[config.mk]
export PLATFORM = sky130hd
export DESIGN_NAME = if_stage
export DESIGN_NICKNAME = d
export VERILOG_FILES = /design/src/rtl/if_stage.sv
export SDC_FILE = /design/constraint.sdc
export NUM_CORES = 1
export LEC_CHECK = 0
export ABC_AREA = 1
export BUFFER_PORTS_ARGS = -buffer_cell sky130_fd_sc_hd__buf_2
export CORE_ASPECT_RATIO = 2
export CORE_MARGIN = 8
export CORE_UTILIZATION = 25
export DETAILED_ROUTE_END_ITERATION = 7
export GPL_TIMING_DRIVEN = 1
export MAX_ROUTING_LAYER = met4
export SLEW_MARGIN = 0
export SYNTH_ARGS = -nofsm -noshare
export SYNTH_HDL_FRONTEND = slang
export SYNTH_SLANG_ARGS = --single-unit
export TNS_END_PERCENT = 5
[constraint.sdc]
create_clock -name clk -period 1.4 [get_ports clk]
set_input_delay 0 -clock clk [delete_from_list [all_inputs] [get_ports clk]]
set_output_delay 0 -clock clk [all_outputs]
set_load 0.02 [all_outputs]
[src/rtl/if_stage.sv]
// Instruction-fetch stage: owns the PC and the IF/ID pipeline register.
// Optional performance counters are enabled with `define IF_PERF_CNT_EN.
module if_stage #(
    parameter logic [31:0] RESET_PC  = 32'h0000_0000,
    parameter logic [31:0] NOP_INSTR = 32'h0000_0013
) (
    input  logic        clk,
    input  logic        reset,
    input  logic [1:0]  mux_to_pc,
    input  logic        IF_Flush,
    input  logic        stall,
    input  logic [31:0] branch_target,
    input  logic [31:0] jalr_target,
    input  logic [31:0] imem_rdata,
    output logic [31:0] imem_addr,
    output logic [31:0] IF_ID_pc,
    output logic [31:0] IF_ID_pc_plus4,
    output logic [31:0] IF_ID_instr,
    output logic        IF_ID_valid,
    output logic        misalign
`ifdef IF_PERF_CNT_EN
    ,
    output logic [31:0] cnt_fetch,
    output logic [31:0] cnt_stall,
    output logic [31:0] cnt_flush
`endif
);

    logic [31:0] pc;
    logic [31:0] pc_plus4;
    logic [31:0] next_pc;
    logic        redirect;
    logic        squash;
    logic        hold;

    assign imem_addr = pc;
    assign pc_plus4  = pc + 32'd4;
    assign redirect  = (mux_to_pc == 2'b01) || (mux_to_pc == 2'b10);
    // A resolved control hazard beats a load-use stall: the stalled
    // younger instruction is on the wrong path anyway.
    assign squash    = redirect || IF_Flush;
    assign hold      = stall && !squash;

    // Next-PC select; JALR clears bit0, reserved encoding falls back to pc+4
    always_comb begin
        next_pc = pc_plus4;
        case (mux_to_pc)
            2'b01:   next_pc = branch_target;
            2'b10:   next_pc = {jalr_target[31:1], 1'b0};
            default: next_pc = pc_plus4;
        endcase
    end

    // PC register, IF/ID register and misalign pulse
    always_ff @(posedge clk) begin
        if (reset) begin
            pc             <= RESET_PC;
            IF_ID_pc       <= 32'd0;
            IF_ID_pc_plus4 <= 32'd0;
            IF_ID_instr    <= NOP_INSTR;
            IF_ID_valid    <= 1'b0;
            misalign       <= 1'b0;
        end else begin
            // Misaligned targets still load; trapping happens downstream
            misalign <= redirect && next_pc[1];
            if (squash) begin
                pc             <= next_pc;
                IF_ID_pc       <= 32'd0;
                IF_ID_pc_plus4 <= 32'd0;
                IF_ID_instr    <= NOP_INSTR;
                IF_ID_valid    <= 1'b0;
            end else if (!hold) begin
                pc             <= next_pc;
                IF_ID_pc       <= pc;
                IF_ID_pc_plus4 <= pc_plus4;
                IF_ID_instr    <= imem_rdata;
                IF_ID_valid    <= 1'b1;
            end
        end
    end

`ifdef IF_PERF_CNT_EN
    // Saturating event counters: fetch, held cycle, squash
    always_ff @(posedge clk) begin
        if (reset) begin
            cnt_fetch <= 32'd0;
            cnt_stall <= 32'd0;
            cnt_flush <= 32'd0;
        end else begin
            if (squash && cnt_flush != 32'hFFFF_FFFF)
                cnt_flush <= cnt_flush + 32'd1;
            if (hold && cnt_stall != 32'hFFFF_FFFF)
                cnt_stall <= cnt_stall + 32'd1;
            if (!squash && !hold && cnt_fetch != 32'hFFFF_FFFF)
                cnt_fetch <= cnt_fetch + 32'd1;
        end
    end
`endif

endmodule

== Word level (Yosys, flattened, before mapping) ==
Cells that the tools add are included.

* Flip-flop bits (word level): 130
* Input port bits: 102
* Output and inout bits: 130
* Word-level logic and storage cells: 19

* Add/sub/neg operators: 1
* Equality and inequality tests: 3
* Mux-type cells: 3
* Reductions and logical operators: 6

{| class="wikitable"
|+ Operators by type and width
! kind !! count
|-
| $mux 32 || 2
|-
| $pmux 32 s2 || 1
|-
| $add 32x3->32 const B || 1
|-
| $eq 2x1->1 const B || 1
|-
| $eq 2x2->1 const B || 1
|-
| $logic_and 1x1->1 || 2
|-
| $logic_or 1x1->1 || 2
|-
| $ne 2x2->1 const B || 1
|-
| $reduce_or 2->1 || 1
|-
| $logic_not 1->1 || 1
|}

== Logic depth before layout (Yosys ltp) ==
Gate-level depths: netlist (run 1).

* Depth in word-level cells: 7
* Depth in mapped cells: 11

== Worst setup path before layout (run 1) ==
No wires, ideal clock.

* Path type: register to register
* Start point: reg pc[3] (netlist: imem_addr[3])
* End point: reg IF_ID_pc_plus4[24]
* Arrival time: 1.562 ns
* Path slack: -0.277 ns
* Cell stages (with the launch flop): 11
* Clock period less this slack: 1.677 ns
* Cells stage by stage: dfxtp_1 ha_1 nand3_2 nor2_2 inv_2 nor2_4 nand2_1 nand2_1 nand2_1 o21ai_0 inv_1

* Cells in the longest elaborated chain, start to end: 1

{| class="wikitable"
|+ Ends and longest elaborated chain
! item !! RTL line !! text
|-
| start, declared || 29 || <nowiki>logic [31:0] pc;</nowiki>
|-
| start signal, assigned || 67 || <nowiki>pc <= next_pc;</nowiki>
|-
| start signal, assigned || 73 || <nowiki>pc <= next_pc;</nowiki>
|-
| $add 32x3->32 || 37 || <nowiki>assign pc_plus4 = pc + 32'd4;</nowiki>
|-
| end signal, assigned || 75 || <nowiki>IF_ID_pc_plus4 <= pc_plus4;</nowiki>
|-
| end, declared || 17 || <nowiki>output logic [31:0] IF_ID_pc_plus4,</nowiki>
|}

Every way passes these cells.
A chain may end at the register's enable or synchronous reset.

== Worst setup path after layout (run 1) ==
* Start point: reg pc[11] (netlist: imem_addr[11])
* End point: reg pc[14] (netlist: imem_addr[14])

* Cells in the longest elaborated chain, start to end: 4

{| class="wikitable"
|+ Ends and longest elaborated chain
! item !! RTL line !! text
|-
| $add 32x3->32 * || 37 ||
|-
| $pmux 32 s2 * || 47 || <nowiki>case (mux_to_pc)</nowiki>
|-
| $mux 32 || 72 || <nowiki>end else if (!hold) begin</nowiki>
|-
| $mux 32 * || 66 || <nowiki>if (squash) begin</nowiki>
|}

Every way passes the cells marked *; elsewhere a longest branch is shown, timed or not. The select of a mux whose other input is x is not followed.

==> results of run 1 <==
==> critical path, cell delays in order (launching register included) <==
cell,delay (ns)
dfxtp_2,0.33
buf_4,0.14
nand2_1,0.11
nor2_2,0.13
inv_1,0.09
nor2_4,0.19
xor2_2,0.21
nand2_1,0.08
a21oi_1,0.13
==> registers in the layout (all words and copies together), names as in the netlist <==
name	flops
IF_ID_valid	1
IF_ID_instr	32
IF_ID_pc_plus4	30
imem_addr	32
misalign	1
IF_ID_pc	32
==> cell type report <==
class                   count  area, sq um  area share [%]
clock inverters            12        156.4           1.600
inverters                  67        251.5           2.573
clock buffers              20        478.0           4.889
flip-flops and latches    128         2606           26.66
well taps                 280        350.3           3.584
multi-input cells         554         3007           30.76
repair buffers            418         2927           29.94
==> routing by layer <==
metal / wire [um] / GRT usage [%] / part of all wire (%) / vias up
met5: 0 / - / 0 / -
met4: 1284 / 10.75 / 4.9 / 0
met3: 1177 / 3.667 / 4.5 / 67
met2: 14650 / 34.58 / 56 / 215
met1: 9035 / 17.09 / 35 / 3147
li1: - / - / - / 3385
==> power by group <==
part	switching (mW)	internal (mW)
clock network	1.74	3.00
logic	1.08	0.812
registers	0.120	3.82
total	2.95	7.63
==> synthesized netlist by cell type <==
cell type	number	share of area (%)
a21oi_1	50	4.3
a221oi_1	20	3.0
a22o_1	1	0.15
a22oi_1	10	1.3
a31oi_1	7	0.76
and2_1	1	0.11
buf_2	21	1.8
buf_4	9	1.2
clkbuf_1	22	1.4
clkbuf_2	1	0.087
dfxtp_1	128	44
ha_1	3	0.65
inv_1	62	4.0
inv_2	5	0.33
nand2_1	124	8.1
nand2_2	4	0.43
nand2_4	1	0.20
nand3_1	22	1.9
nand3_2	1	0.17
nand3b_4	1	0.35
nand4_1	1	0.11
nor2_1	160	10
nor2_2	7	0.76
nor2_4	5	0.98
nor3_1	4	0.35
nor3b_1	1	0.13
o211ai_1	3	0.39
o21ai_0	108	9.4
o21ai_1	6	0.52
xnor2_1	1	0.15
xor2_1	13	2.0
==> placed cells by master (no fill, tap or decap), types with 3 or more instances in the layout <==
cell type,instances
buf_2,230
nor2_1,144
dfxtp_1,105
nand2_1,103
o21ai_0,96
dlygate4sd3_1,93
buf_4,81
inv_1,61
a21oi_1,41
nand2_2,21
nand3_1,20
a221oi_1,20
clkbuf_16,18
o21ai_1,17
dfxtp_2,17
nor2_4,16
nor2_2,12
a22oi_1,10
a21oi_2,9
buf_12,9
xor2_2,7
a31oi_1,7
inv_2,6
xor2_1,6
dfxtp_4,6
nand2_4,5
buf_6,5
clkinvlp_4,4
nor3_2,3
o211ai_1,3
clkinv_4,3
bufinv_16,3
==> metrics by stage <==
step / util, % / hold WS [ns] / worst slack (ns) / setup TNS [ns]
CTS: 42.44 / 0.02376 / -0.08891 / -1.008
floorplan: - / 0.06270 / -0.02362 / -0.09561
finish: 43.18 / 0.02259 / -0.07149 / -0.7729
global placement: 34.52 / 0.2019 / -0.3541 / -6.870
global route: 43.18 / 0.02456 / -0.2031 / -4.438
detailed placement: 34.52 / 0.2133 / -0.3554 / -7.495
==> how the worst max path moves through the flow <==
| stage | start | end | slack, ns | depth (start not counted) |
|---|---|---|---|---|
| CTS | imem_addr[4]$_SDFFE_PP0P_ | imem_addr[30]$_SDFFE_PP0P_ | -0.09 | 9 |
| global placement | mux_to_pc[0] | imem_addr[11]$_SDFFE_PP0P_ | -0.35 | 10 |
| detailed placement | mux_to_pc[0] | imem_addr[11]$_SDFFE_PP0P_ | -0.36 | 10 |
| global route | imem_addr[4]$_SDFFE_PP0P_ | IF_ID_pc_plus4[26]$_SDFFE_PP0N_ | -0.20 | 10 |
| finish | imem_addr[11]$_SDFFE_PP0P_ | imem_addr[14]$_SDFFE_PP0P_ | -0.07 | 8 |
| floorplan | imem_addr[16]$_SDFFE_PP0P_ | IF_ID_pc_plus4[25]$_SDFFE_PP0N_ | -0.02 | 9 |
==> kinds of logic (layout without fill, tap and decap cells) <==
kind of cell	count (synthesis)	count (layout)	share of synthesized area [%]
buffers and inverters	120	517	8.880
and+or+nand+nor	332	332	23.99
DFF	128	128	44.46
AOI/OAI and AO/OA	205	205	19.89
xor gates and xnor gates	14	14	2.128
adders and majority gates	3	3	0.6514
==> timing repair <==
| item | in CTS | in global routing |
|---|---|---|
| hold buffers | 93 | 0 |
| hold endpoints to repair | 65 | 0 |
| endpoints found under the setup margin | 36 | 51 |
| buffers inserted | 7 | 1 |
| resized for setup | 60 | 50 |
| pin swaps | 17 | 23 |
==> summary.txt, run 1 <==
Global route
  • Largest net degree at the start of global routing: 56
  • Initial antenna violation count: 0
  • Vias in the first global route: 7114
  • Gr ovfl total: 0
  • Total GRT Usage: 18.71%
  • First-pass GRT wire length: 39.06 mm

Hold path
  • Hold path startpoint: branch_target[31]
  • Hold Crit Depth: 5
  • Hold Path Class: input port to register
  • Worst Hold End: imem_addr[31]$_SDFFE_PP0P_

Critical path
  • CP Capture Type: register
  • FF-to-FF path depth: 8
  • R2R setup slack: -0.07 ns
  • Crit Path Category: register to register
  • CP Launch Type: register
  • Reg2reg end: imem_addr[14]$_SDFFE_PP0P_
  • Max FO, Critical Path: 5
  • Crit path arrival time: 1.83 ns
  • FF-to-FF Start: imem_addr[11]$_SDFFE_PP0P_
  • Data required, critical path: 1.75 ns

Place
  • IO Port Bufs: 230
  • Final HPWL DP: 18.89 mm
  • GPL Wtd Cong: just under 0.9
  • Placement Cell Area: 7815 sq um
  • Placed cell count: between 1000 and 1500

Layout
  • Area delta synth->final: 69.63%
  • Fin nets: between 1000 and 1500
  • Share of layout cells above drive strength 1: 39.03%
  • Final Cell Area: 9776 sq um
  • Fill count: 2287
  • Non-Filler Instances: 1479
  • # diodes: 0

Power and ir drop
  • Power Density: 1082 nW/um^2
  • Leakage power: 4.807 nW
  • Total power: 10.58 mW
  • Worst vdd ir: 0.7450 mV

Yosys
  • Syn Inst Count: approximately 800
  • Syn nets: 907
  • Synthesis-stage register bit count: 128
  • Synthesis Warnings: 0
  • Mean Syn Cell Area: 7.186 sq um
  • Synth Cell Area: 5763 sq um
  • Count of cell types in the netlist: 31
  • Sequential-to-total area share from yosys stat: 44.46%

Timing
  • Clock Skew: 0.007909 ns
  • Setup ws final: -0.07149 ns
  • Post-route minimum period: ~1.5 ns
  • Final Hold Viols: 0
  • Fmax achieved: 679.6 MHz
  • Slew Limit Fails: 0
  • RSZ-0062 raised after global routing: true
  • Tcrit/Tclk final: 105.1%
  • Worst slew margin: 59.42%
  • Slew @ Worst Pin: 0.6087 ns
  • Setup violators final: 20

Floorplan
  • Die Wd: 123.4 um
  • Core area: 22640 sq um
  • Initial Utilization: 25.45%
  • Full die area: 28460 sq um
  • Row Count: 78
  • IO Pins: 232
  • Chip Height: ~230 um

Route
  • Vias after detailed routing: between 6000 and 7000
  • Average wire per standard cell: 17.68 um
  • Final wirelength: 26.15 mm
  • ANT nets after route: 0
  • DR iter-0 viols: ~310
  • First-pass iteration count of the detailed router: 5
  • DRC: 0
  • DR vias/cell: 4.607

Clock network
  • CTS buffer count: 17
  • Clk sinks: roughly 130
  • CTS tree: built
  • Htree depth: 4
  • Worst-skew pair later-pin latency: 0.43 ns
  • Clk root buf: clkbuf_16
  • Reg clk slew, reported paths: about 0.06 ns
  • Clock buffer depth: 2

Status
  • Status: complete, but fails checks
  • Failing checks: negative setup slack

Flow run
  • Max-cap violation count: 0
Power figures use the tool's default switching activity.
==> run 2, diff against run 1 <==
Settings changed: BUFFER_PORTS_ARGS -buffer_cell sky130_fd_sc_hd__buf_2 to default, DONT_BUFFER_PORTS from default to 1.
==> run 2 against run 1 <==
Compared with the run above:
- the run still ends with negative setup slack left
- final cell count decreased by 13%
- global-route usage is 0.80 points lower
- maximum frequency is 2.7% higher
- sequential cell count did not move
- sequential power grew 3%
- wire length fell by 3.7%
- critical path depth grew 3
- final area fell by 8.2%
- hold slack worse by 0.0043 ns
- non-clock buffer count decreased by 193
- setup slack improved by 0.039 ns
- critical endpoint is now IF_ID_pc_plus4[30]$_SDFFE_PP0N_
- largest cell class unchanged
- largest power group unchanged
==> summary.txt, run 2 (same netlist as run 1, synthesis figures left out) <==
Power and ir drop
  • P_sw: 2.872 mW (-2.6%)
  • Clock power frac: 45.6% (+0.8 points)
  • Power share of the combinational group: 15.2% (-2.7 points)
  • Leakage power: 3.931 nW (-18%)
  • Total power: 10.36 mW (-2.0%)
  • Net switching share of the total power: 27.71% (-0.16 points)
  • Seq pwr share: 39.2% (+2.0 points)
  • Power Density: 1154 nW/um^2 (+6.7%)
  • Internal Power: 7.490 mW (-1.8%)
  • Worst vdd ir: 0.8594 mV (+15%)

Layout
  • Fin nets: 1098 (-15%)
  • Fill count: 2251 (-1.6%)
  • Area delta synth->final: 55.80%
  • Final core occ: 39.66% (-3.5 points)
  • Final Cell Area: 8979 sq um (-8.2%)
  • Share of layout cells above drive strength 1: 25.94% (-13 points)
  • Commonest non-fill, non-tap cell in the layout: nor2_1
  • # diodes: 0 (unchanged)
  • Commonest non-fill, non-tap cells in the layout: nor2_1, dfxtp_1, buf_4

Status
  • Failing checks: negative setup slack
  • Status: complete, but fails checks

Critical path
  • R2R setup slack: -0.03 ns (+0.04 ns)
  • Worst path top cell family by delay: simple AND/OR/NAND/NOR gates
  • Reg2reg end: IF_ID_pc_plus4[30]$_SDFFE_PP0N_
  • Max stage delay on crit path: 0.37 ns (+0.04 ns)
  • Critical path's most frequent cell: nand2_1
  • Crit path depth: 11 (+3)
  • Crit path arrival time: 1.76 ns (-0.07 ns)
  • Data required, critical path: 1.73 ns (-0.02 ns)
  • FF-to-FF path depth: 11 (+3)
  • CP Launch Type: register
  • CP Capture Type: register
  • Crit path buf inv count: 3 (+1)
  • Max FO, Critical Path: 3 (-2)
  • Setup crit start: imem_addr[14]$_SDFFE_PP0P_
  • CP Capture Point: IF_ID_pc_plus4[30]$_SDFFE_PP0N_
  • Crit Path Category: register to register
  • CP max stage cell: dfxtp_4
  • FF-to-FF Start: imem_addr[14]$_SDFFE_PP0P_
  • Critical path, cell by cell: buf_6 > nand2_4 > nor2_4 > buf_4 > nand2_1 > nor2_4 > nand3_1 > nand2_1 > nand2_1 > nand2_1 > inv_1

Route
  • Average wire per standard cell: 19.59 um (+11%)
  • First-pass iteration count of the detailed router: 5 (unchanged)
  • DR vias/cell: 4.791 (+4.0%)
  • DR iter-0 viols: 271 (-12%)
  • DRC: 0 (unchanged)
  • Final wirelength: 25.20 mm (-3.7%)
  • ANT nets after route: 0 (unchanged)
  • Vias after detailed routing: 6161 (-9.6%)

Global route
  • Initial antenna violation count: 0 (unchanged)
  • Global routing usage on met1: 15.74% (-1.3 points)
  • Vias in the first global route: 6346 (-11%)
  • Met2 global-route usage: 32.29% (-2.3 points)
  • Total GRT Usage: 17.91% (-0.80 points)
  • Largest net degree at the start of global routing: 48 (-14%)
  • Gr ovfl total: 0 (unchanged)
  • Most used routing layer: met2
  • M3 GR Usage: 4.939% (+1.3 points)
  • First-pass GRT wire length: 36.86 mm (-5.6%)

Timing
  • Final Hold Viols: 0 (unchanged)
  • Worst slew margin: 58.13% (-1.3 points)
  • Clock Skew: 0.007286 ns (-0.0006231 ns)
  • Slew Limit Fails: 0 (unchanged)
  • Tcrit/Tclk final: 102.3% (-2.8 points)
  • Post-route minimum period: 1.432 ns (-0.03905 ns)
  • Slew @ Worst Pin: 0.6280 ns (+0.01939 ns)
  • Setup violators final: 12 (-40%)
  • RSZ-0062 raised after global routing: true
  • Setup ws final: -0.03244 ns (+0.03905 ns)
  • Fmax achieved: 698.1 MHz (+2.7%)

Clock network
  • CTS buffer count: 17 (unchanged)
  • Worst-skew pair later-pin latency: 0.43 ns (about the same)
  • Clk sinks: 128 (unchanged)
  • Clk root buf: clkbuf_16
  • Clock buffer depth: 2 (unchanged)
  • Htree depth: 4 (unchanged)
  • CTS tree: built
  • Reg clk slew, reported paths: 0.06 ns (about the same)

Floorplan
  • Core area: 22640 sq um (unchanged)
  • Initial Utilization: 25.45% (unchanged)
  • Row Count: 78 (unchanged)
  • IO Pins: 232 (unchanged)
  • Chip Height: 230.7 um (unchanged)
  • Die Wd: 123.4 um (unchanged)
  • Full die area: 28460 sq um (unchanged)

Place
  • IO Port Bufs: 0 (-100%)
  • Final HPWL DP: 18.38 mm (-2.7%)
  • Pre-CTS setup slack: -0.3415 ns (+0.01382 ns)
  • Placement Cell Area: 6897 sq um (-12%)
  • GPL Wtd Cong: 0.8489 (-3.6%)

Flow run
  • Max-cap violation count: 0 (unchanged)

Hold path
  • Hold Path Class: input port to register
[run 2: cell types whose count changed in the layout (fill, tap and decap cells not counted), moves of 3 or more]
cell	previous run	this run
a21oi_1	41	47
a21oi_2	9	3
buf_12	9	13
buf_2	230	0
buf_4	81	105
clkinvlp_4	4	1
dfxtp_2	17	13
dfxtp_4	6	9
dlygate4sd3_1	93	102
nor2_4	16	19
o21ai_0	96	102
o21ai_1	17	9
[run 2: how the worst min path moves through the flow]
stage | to | cells past startpoint | start | slack (ns)
2_1_floorplan | imem_addr[3]$_SDFFE_PP0P_ | 1 | reset | 0.06
3_3_place_gp | imem_addr[1]$_SDFFE_PP0P_ | 1 | reset | 0.07
3_5_place_dp | imem_addr[0]$_SDFFE_PP0P_ | 1 | reset | 0.07
4_1_cts | IF_ID_valid$_SDFFE_PP0N_ | 4 | IF_Flush | 0.003
5_1_grt | imem_addr[23]$_SDFFE_PP0P_ | 4 | reset | 0.04
6_report | imem_addr[17]$_SDFFE_PP0P_ | 5 | branch_target[17] | 0.02
[run 2: cell type report]
type,instances,area [sq um],share of cell area [%]
clock inverter,12,156.4,1.742
multi-input combinational,554,3004,33.46
timing repair buffer,225,2126,23.68
clock buffer,20,478.0,5.323
sequential,128,2613,29.10
inverter,67,251.5,2.801
tap,280,350.3,3.902
[run 2: layer usage]
metal,wire [um],part of all wire [%],vias to the layer above
met5,0,0,-
met4,1358,5.4,0
met3,1768,7.0,64
met2,13870,55,213
met1,8201,33,2882
li1,-,-,3002
[run 2: metrics by stage]
step	TNS, ns	std cells	hold WS [ns]
final	-0.1904	1286	0.01829
after global routing	-3.092	1286	0.03564
after CTS	-0.4380	1282	0.002504
after detailed placement	-4.561	1144	0.07317
after global placement	-4.186	1144	0.07132
after floorplan	-0.09561	802	0.06270
[run 2: timing repair]
| item | CTS | global route |
|---|---|---|
| hold buffers | 103 | 1 |
| pin swaps | 11 | 27 |
| gates cloned | 0 | 0 |
| setup endpoints to repair | 37 | 51 |
| endpoints found under the hold margin | 89 | 3 |
| buffers inserted | 3 | 3 |
| gates resized for setup | 42 | 61 |
[run 2: power by group through the flow]
stage                     registers (mW)  logic [mW]  clock network [mW]
after floorplan                     4.21       0.584                   0
final                               4.06        1.58                4.73
after detailed placement            4.13        1.25                   0
after CTS                           4.05        1.54                4.82
after global routing                4.08        1.72                4.95
after global placement              4.12        1.24                   0
[run 2: tightest hold or removal path, delay by kind of cell]
family,cells,cell delay (ns)
AND/OR/NAND/NOR,3,0.16
AO/OA/AOI/OAI,2,0.24
